===== config.mk =====
export PLATFORM = sky130hd
export DESIGN_NAME = color_pitch_decoder
export DESIGN_NICKNAME = d
export VERILOG_FILES = /design/src/rtl/pitch_pkg.sv /design/src/rtl/gray_classifier.sv /design/src/rtl/color_pitch_decoder.sv
export SDC_FILE = /design/constraint.sdc
export NUM_CORES = 1
export LEC_CHECK = 0
export CAP_MARGIN = 30
export CORE_ASPECT_RATIO = 0.8
export CORE_MARGIN = 2
export CORE_UTILIZATION = 58
export CTS_BUF_LIST = sky130_fd_sc_hd__clkbuf_2
export DETAILED_ROUTE_END_ITERATION = 6
export PLACE_DENSITY = 0.85
export SLEW_MARGIN = 20
export SYNTH_ARGS = -nofsm -noshare
export SYNTH_HDL_FRONTEND = slang
export SYNTH_SLANG_ARGS = --single-unit
export TNS_END_PERCENT = 50

===== constraint.sdc =====
create_clock -name clk -period 6.4 [get_ports clk]
set_input_delay 0.64 -clock clk [delete_from_list [all_inputs] [get_ports clk]]
set_output_delay 0.64 -clock clk [all_outputs]
set_load 0.05 [all_outputs]

===== src/rtl/pitch_pkg.sv =====
// Shared definitions for the z <-> gray pitch colour map. The z->colour encoder
// and the colour->z decoder both import this package, so the bucket size and
// the gray level table cannot drift apart.
//   MAX_Z        full-scale z
//   NUM_BUCKETS  number of z-buckets (8)
//   BKT          bucket size in z units (MAX_Z / NUM_BUCKETS, integer divide)
//   LEVEL[k]     gray level drawn for bucket k (255, then 250-25k)
//   state_t      decoder FSM states
//   bucket_z()   centre z of bucket k
package pitch_pkg;

  localparam int MAX_Z       = 300;
  localparam int NUM_BUCKETS = 8;
  localparam int K_W         = $clog2(NUM_BUCKETS);
  localparam int BKT         = MAX_Z / NUM_BUCKETS;

  localparam logic [7:0] LEVEL [NUM_BUCKETS] = '{
    8'd255, 8'd225, 8'd200, 8'd175, 8'd150, 8'd125, 8'd100, 8'd75
  };

  typedef enum logic [2:0] {
    S_IDLE,
    S_ACCUM,
    S_DRAIN,
    S_SCAN,
    S_OUT
  } state_t;

  function automatic logic [15:0] bucket_z(input logic [K_W-1:0] k);
    return 16'(k) * 16'(BKT) + 16'(BKT / 2);
  endfunction

endpackage


===== src/rtl/gray_classifier.sv =====
// Classifies one RGB pixel against the pitch gray levels, registered.
//   clk        system clock
//   reset_n    asynchronous active-low reset (clears hit only)
//   pix_valid  pixel qualifier (already gated by the caller)
//   pix_color  {R,G,B}, 8 bits each
//   hit        registered: pixel was gray and matched a level
//   k          registered: matched bucket index (meaningful only with hit)
module gray_classifier
  import pitch_pkg::*;
#(
  parameter int TOL    = 12,
  parameter int CH_TOL = 4
) (
  input  logic           clk,
  input  logic           reset_n,
  input  logic           pix_valid,
  input  logic [23:0]    pix_color,
  output logic           hit,
  output logic [K_W-1:0] k
);

  function automatic logic [7:0] abs_diff(input logic [7:0] a, input logic [7:0] b);
    logic signed [8:0] d;
    d = $signed({1'b0, a}) - $signed({1'b0, b});
    return (d < 0) ? 8'(-d) : 8'(d);
  endfunction

  logic [7:0]     r, g, b, mx, mn;
  logic           gray;
  logic           hit_c;
  logic [K_W-1:0] k_c;

  always_comb begin
    r  = pix_color[23:16];
    g  = pix_color[15:8];
    b  = pix_color[7:0];
    mx = r;
    mn = r;
    if (g > mx) mx = g;
    if (b > mx) mx = b;
    if (g < mn) mn = g;
    if (b < mn) mn = b;
    gray  = (mx - mn) <= 8'(CH_TOL);
    hit_c = 1'b0;
    k_c   = '0;
    // Levels are 25 apart and TOL <= 12, so at most one bucket can match.
    for (int i = 0; i < NUM_BUCKETS; i++) begin
      if (gray && abs_diff(g, LEVEL[i]) <= 8'(TOL)) begin
        hit_c = 1'b1;
        k_c   = K_W'(i);
      end
    end
  end

  // ---- stage 1: classification register ----
  always_ff @(posedge clk or negedge reset_n) begin
    if (!reset_n) hit <= 1'b0;
    else          hit <= pix_valid & hit_c;
  end

  always_ff @(posedge clk) begin
    k <= k_c;
  end

endmodule


===== src/rtl/color_pitch_decoder.sv =====
// Recovers a z estimate from a rendered gray pitch indicator. Gray pixels of
// one frame are histogrammed into 8 buckets; at frame end the most populated
// bucket (lowest index on ties) is reported over a valid/ready handshake.
//   clk          system clock
//   reset_n      asynchronous active-low reset
//   frame_start  1-cycle pulse, first cycle of a frame
//   frame_end    1-cycle pulse, after the last pixel of a frame
//   pix_valid    pix_color valid this cycle
//   pix_color    {R,G,B}
//   z_valid      result available, held until accepted
//   z_ready      consumer accepts when z_valid & z_ready
//   z_est        k*B + B/2 for winning bucket k
//   z_bucket     winning bucket index
//   z_miss       winning count below MIN_PIX
//   z_overrun    1-cycle pulse: an unaccepted result was dropped
module color_pitch_decoder
  import pitch_pkg::*;
#(
  parameter int TOL     = 12,
  parameter int CH_TOL  = 4,
  parameter int CNT_W   = 19,
  parameter int MIN_PIX = 16
) (
  input  logic        clk,
  input  logic        reset_n,
  input  logic        frame_start,
  input  logic        frame_end,
  input  logic        pix_valid,
  input  logic [23:0] pix_color,
  output logic        z_valid,
  input  logic        z_ready,
  output logic [15:0] z_est,
  output logic [2:0]  z_bucket,
  output logic        z_miss,
  output logic        z_overrun
);

  function automatic logic [CNT_W-1:0] sat_inc(input logic [CNT_W-1:0] c);
    return (&c) ? c : c + 1'b1;
  endfunction

  state_t           state;
  logic             pix_in;
  logic             hit_p1;
  logic [K_W-1:0]   k_p1;
  logic [CNT_W-1:0] cnt [NUM_BUCKETS];
  logic [K_W-1:0]   scan_k, best_k, nxt_k;
  logic [CNT_W-1:0] best_cnt, nxt_cnt;
  logic             take;

  // A pixel coincident with frame_start belongs to the new frame.
  assign pix_in = pix_valid & (frame_start | (state == S_ACCUM));

  gray_classifier #(
    .TOL    (TOL),
    .CH_TOL (CH_TOL)
  ) u_classify (
    .clk       (clk),
    .reset_n   (reset_n),
    .pix_valid (pix_in),
    .pix_color (pix_color),
    .hit       (hit_p1),
    .k         (k_p1)
  );

  // ---- stage 2: histogram update ----
  // A new frame clears the bank; any stage-1 hit from the old frame is dropped.
  always_ff @(posedge clk or negedge reset_n) begin
    if (!reset_n) begin
      for (int i = 0; i < NUM_BUCKETS; i++) cnt[i] <= '0;
    end else if (frame_start) begin
      for (int i = 0; i < NUM_BUCKETS; i++) cnt[i] <= '0;
    end else if (hit_p1) begin
      cnt[k_p1] <= sat_inc(cnt[k_p1]);
    end
  end

  // Strict '>' keeps the earliest (lowest k) bucket on ties.
  always_comb begin
    take    = cnt[scan_k] > best_cnt;
    nxt_cnt = take ? cnt[scan_k] : best_cnt;
    nxt_k   = take ? scan_k : best_k;
  end

  always_ff @(posedge clk or negedge reset_n) begin
    if (!reset_n) begin
      state     <= S_IDLE;
      scan_k    <= '0;
      best_k    <= '0;
      best_cnt  <= '0;
      z_valid   <= 1'b0;
      z_est     <= '0;
      z_bucket  <= '0;
      z_miss    <= 1'b0;
      z_overrun <= 1'b0;
    end else begin
      z_overrun <= 1'b0;
      if (frame_start) begin
        // A pending result not taken this cycle is lost.
        if (state == S_OUT && !z_ready) z_overrun <= 1'b1;
        z_valid <= 1'b0;
        state   <= S_ACCUM;
      end else begin
        case (state)
          S_IDLE: ;
          S_ACCUM: if (frame_end) state <= S_DRAIN;
          S_DRAIN: begin
            state    <= S_SCAN;
            scan_k   <= '0;
            best_k   <= '0;
            best_cnt <= '0;
          end
          S_SCAN: begin
            best_k   <= nxt_k;
            best_cnt <= nxt_cnt;
            scan_k   <= scan_k + 1'b1;
            if (scan_k == K_W'(NUM_BUCKETS - 1)) begin
              state    <= S_OUT;
              z_valid  <= 1'b1;
              z_bucket <= nxt_k;
              z_est    <= bucket_z(nxt_k);
              z_miss   <= nxt_cnt < CNT_W'(MIN_PIX);
            end
          end
          S_OUT: if (z_ready) begin
            z_valid <= 1'b0;
            state   <= S_IDLE;
          end
          default: state <= S_IDLE;
        endcase
      end
    end
  end

endmodule


==> qor.log <==
INFO  outcome        outcome=complete, no violations
INFO  sta            setup_failing_eps_final=0
INFO  logic_synthesis synth_area=0.01395mm^2
INFO  layout         synth_to_final_area_change=8.652%
INFO  logic_synthesis ys_dominant_reg_cell=sky130_fd_sc_hd__dfrtp_1
INFO  pwr            share_comb_of_total_power=0.285
INFO  route          vias_per_cell=6.952
INFO  clock_network  cts_max_path_buffers=2
INFO  clock_network  root_buffer=sky130_fd_sc_hd__clkbuf_2
INFO  sta            grt_setup_unrepaired=false
INFO  setup_path     critical_path.top_delay_family=adder cells
INFO  clock_network  postCtsSetupBuffers=0
INFO  clock_network  cts_tree=done
INFO  route          route.antenna.remaining_nets=0
INFO  route          drc=0
INFO  setup_path     crit_path_max_incr_delay=1110ps
INFO  setup_path     critical_path.cell_chain=mux4_2 -> mux2i_1 -> inv_1 -> ha_1 -> a21o_1 -> a21o_1 -> a21oi_1 -> a21oi_1 -> o21ai_0 -> nor2_1 -> mux2i_1 -> inv_1 -> ha_1 -> ha_1 -> ha_1 -> inv_1 -> fa_1 -> nor2_1 -> a21oi_1 -> or4_1 -> o211ai_1
INFO  placement      post-dp-hpwl=28.32mm
INFO  grt            grt_usage=0.3266
INFO  route          dr.pass1.iters=6
INFO  setup_path     crit_path_max_fanout=35
INFO  clock_network  clock_sink_count=198
INFO  die            overall_die_height=142.7um
INFO  logic_synthesis sequential_element_share_of_the_synthesized_area=0.3540
INFO  sta            worst_pin_slew=1093ps
INFO  logic_synthesis netlist_instances=1436
INFO  die            start_util=0.5932
INFO  logic_synthesis syn_avg_cell_area=9.718um^2
INFO  hold_path      worstHoldPathType=input pin to asynchronous set/reset pin
INFO  route          route.detailed.wl_per_inst=22.66um
INFO  placement      io_buffer_count=44
INFO  pwr            power.share.switching=0.3665
INFO  placement      gp_routability_congestion=0.9859
INFO  setup_path     timing.critical_path.slowest_stage_cell=sky130_fd_sc_hd__dfrtp_2
INFO  sta            hold_viol_final=0
INFO  pwr            power.share.sequential=0.474
INFO  die            rows=50
INFO  logic_synthesis synth_cell_types=76
INFO  pwr            totalPowerFinal=2.854mW
INFO  die            design.portCount=52
INFO  sta            ratio_of_final_minimum_period_to_clock_period=0.9485
INFO  sta            clock-skew-final=61.04ps
INFO  layout         layout_common_cells=193 x sky130_fd_sc_hd__dfrtp_1, 138 x sky130_fd_sc_hd__nand2_1, 115 x sky130_fd_sc_hd__a22o_1
INFO  die            die_outline_area=0.02532mm^2
INFO  flow_run       timing.max_cap.violations=0
INFO  route          drt_wl_total=40.50mm
INFO  logic_synthesis synth-warning-count=0
INFO  pwr            max-vdd-ir-drop=0.1253mV
INFO  grt            grt_pass1_wl=64.50mm
INFO  die            core_area=0.02352mm^2
INFO  die            die_w=177.4um
INFO  layout         layout-drive-gt1-share=0.1242
INFO  pwr            power.density_cell_area=188.2mW/mm^2
INFO  grt            grt_pass1_vias=11720
INFO  setup_path     worstSetupStartpointType=register
INFO  setup_path     crit_type=register to register
INFO  pwr            power.share.clock=0.241
INFO  grt            maximum_number_of_pins_on_one_net_before_global_route_repair=127
INFO  sta            timing.final.max_slew_violations=0
INFO  logic_synthesis postSynth.asyncResetShare=0.9848
INFO  sta            setup-tns-final=0ps
INFO  pwr            total_leakage_power=6.720nW
INFO  layout         design.final.nets=1569
INFO  sta            worst_slew_margin_rel=0.2706
INFO  setup_path     timing.critical_path.mode_cell=sky130_fd_sc_hd__ha_1
INFO  route          detailroute.via_count=12420
INFO  clock_network  numCtsBuffers=17
INFO  clock_network  htree_num_levels=4
INFO  clock_network  worst_skew_pair.late_latency=830ps
INFO  logic_synthesis count_of_flip_flops_with_a_built_in_enable_after_synthesis=0
INFO  sta            timing.final.crit_period=6070ps
INFO  pwr            internal_power=1.808mW
INFO  logic_synthesis ys_seq_elements=198
INFO  route          drtIter0Drc=1755
INFO  clock_network  clk_pin_slew_worst_paths=330ps
INFO  layout         final_common_cell=sky130_fd_sc_hd__dfrtp_1
INFO  pwr            power_switching=1.046mW
INFO  setup_path     timing.critical_path.required=7180ps
INFO  grt            antenna_found_initial=1
INFO  setup_path     worst_ep_arrival_time=6850ps
INFO  grt            global_route.overflow_total=0
INFO  setup_path     endpoint_kind=register
INFO  setup_path     timing.critical_path.buf_inv=3
INFO  sta            max_clock_freq=164.7MHz
-- flip-flops by register name (all words and copies together) (netlist names) --
signal	flops
z_overrun	1
z_est	8
u_classify.hit	1
state	3
best_cnt	19
z_bucket	3
cnt	152
u_classify.k	3
z_miss	1
best_k	3
scan_k	3
z_valid	1
-- metrics by stage --
step	hold slack, ps	setup WS [ps]	area, um^2	cells	utilization
5_1_grt	149.7	121.6	15160	1787	0.6446
3_3_place_gp	468.0	270.8	14820	1751	0.6301
2_1_floorplan	344.4	73.83	13980	1442	-
3_5_place_dp	467.7	53.81	14820	1751	0.6301
6_report	210.2	329.5	15160	1787	0.6446
4_1_cts	433.5	490.7	15100	1784	0.6421
-- per-layer routing --
| metal | vias up | wire, um | track usage |
|---|---|---|---|
| met5 | - | 0 | 0 |
| met4 | 0 | 1293 | 0.1074 |
| met3 | 130 | 5367 | 0.08653 |
| met2 | 860 | 17260 | 0.4749 |
| met1 | 6000 | 16580 | 0.4752 |
| li1 | 5433 | - | - |
-- cell type report --
type	instances	area, um^2
clock inverters	14	183.9
diodes	1	2.502
inverters	68	255.2
well taps	312	390.4
repair buffers	93	867.1
clock buffers	18	90.09
multi-input cells	1083	8428
flip-flops and latches	198	4945
fillers	1820	8361
-- final timing paths --
| check | start | end | slack, ps | cells past startpoint |
|---|---|---|---|---|
| max | scan_k[1] | z_est[7] | 330 | 21 |
| max reg2reg | scan_k[1] | z_est[7] | 330 | 21 |
| min reg2reg | z_est[3] | z_est[3] | 520 | 2 |
| max in group asynchronous | reset_n | cnt[38] | 5230 | 4 |
| min in group clk | z_ready | z_overrun | 490 | 3 |
| min | reset_n | z_bucket[0] | 210 | 2 |
-- Yosys cell counts, types with 31 or more instances --
library cell,instances,area [um^2]
sky130_fd_sc_hd__a21oi_1,72,360.4
sky130_fd_sc_hd__a22o_1,115,1007
sky130_fd_sc_hd__clkbuf_1,64,240.2
sky130_fd_sc_hd__dfrtp_1,195,4880
sky130_fd_sc_hd__ha_1,77,963.4
sky130_fd_sc_hd__inv_1,62,232.7
sky130_fd_sc_hd__mux2i_1,41,410.4
sky130_fd_sc_hd__mux4_2,57,1284
sky130_fd_sc_hd__nand2_1,138,518.0
sky130_fd_sc_hd__nor2_1,83,311.6
sky130_fd_sc_hd__nor3_1,31,155.2
sky130_fd_sc_hd__o21ai_0,84,420.4
-- power by group through the flow --
stage	Sequential, mW	Clock [mW]	Combinational [mW]
floorplan	1.32	0	0.594
global placement	1.36	0	0.770
detailed placement	1.37	0	0.792
CTS	1.35	0.690	0.796
global route	1.36	0.744	0.883
finish	1.35	0.687	0.814
-- cells by family after synthesis --
group                      Yosys count  synth area share
other                                1         0.0002687
DFF                                198            0.3540
AOI/OAI and AO/OA                  435            0.2220
muxes                              117            0.1367
adders and majority gates           78           0.07047
and+or+nand+nor                    397            0.1369
buffers and inverters              161           0.04671
xor gates and xnor gates            49           0.03291
-- timing repair --
| item | CTS | global route |
|---|---|---|
| gates resized for setup | 0 | 0 |
| endpoints found under the hold margin | 125 | 0 |
| hold buffers | 1 | 0 |
No activity file was read; power rests on OpenSTA's default activity.
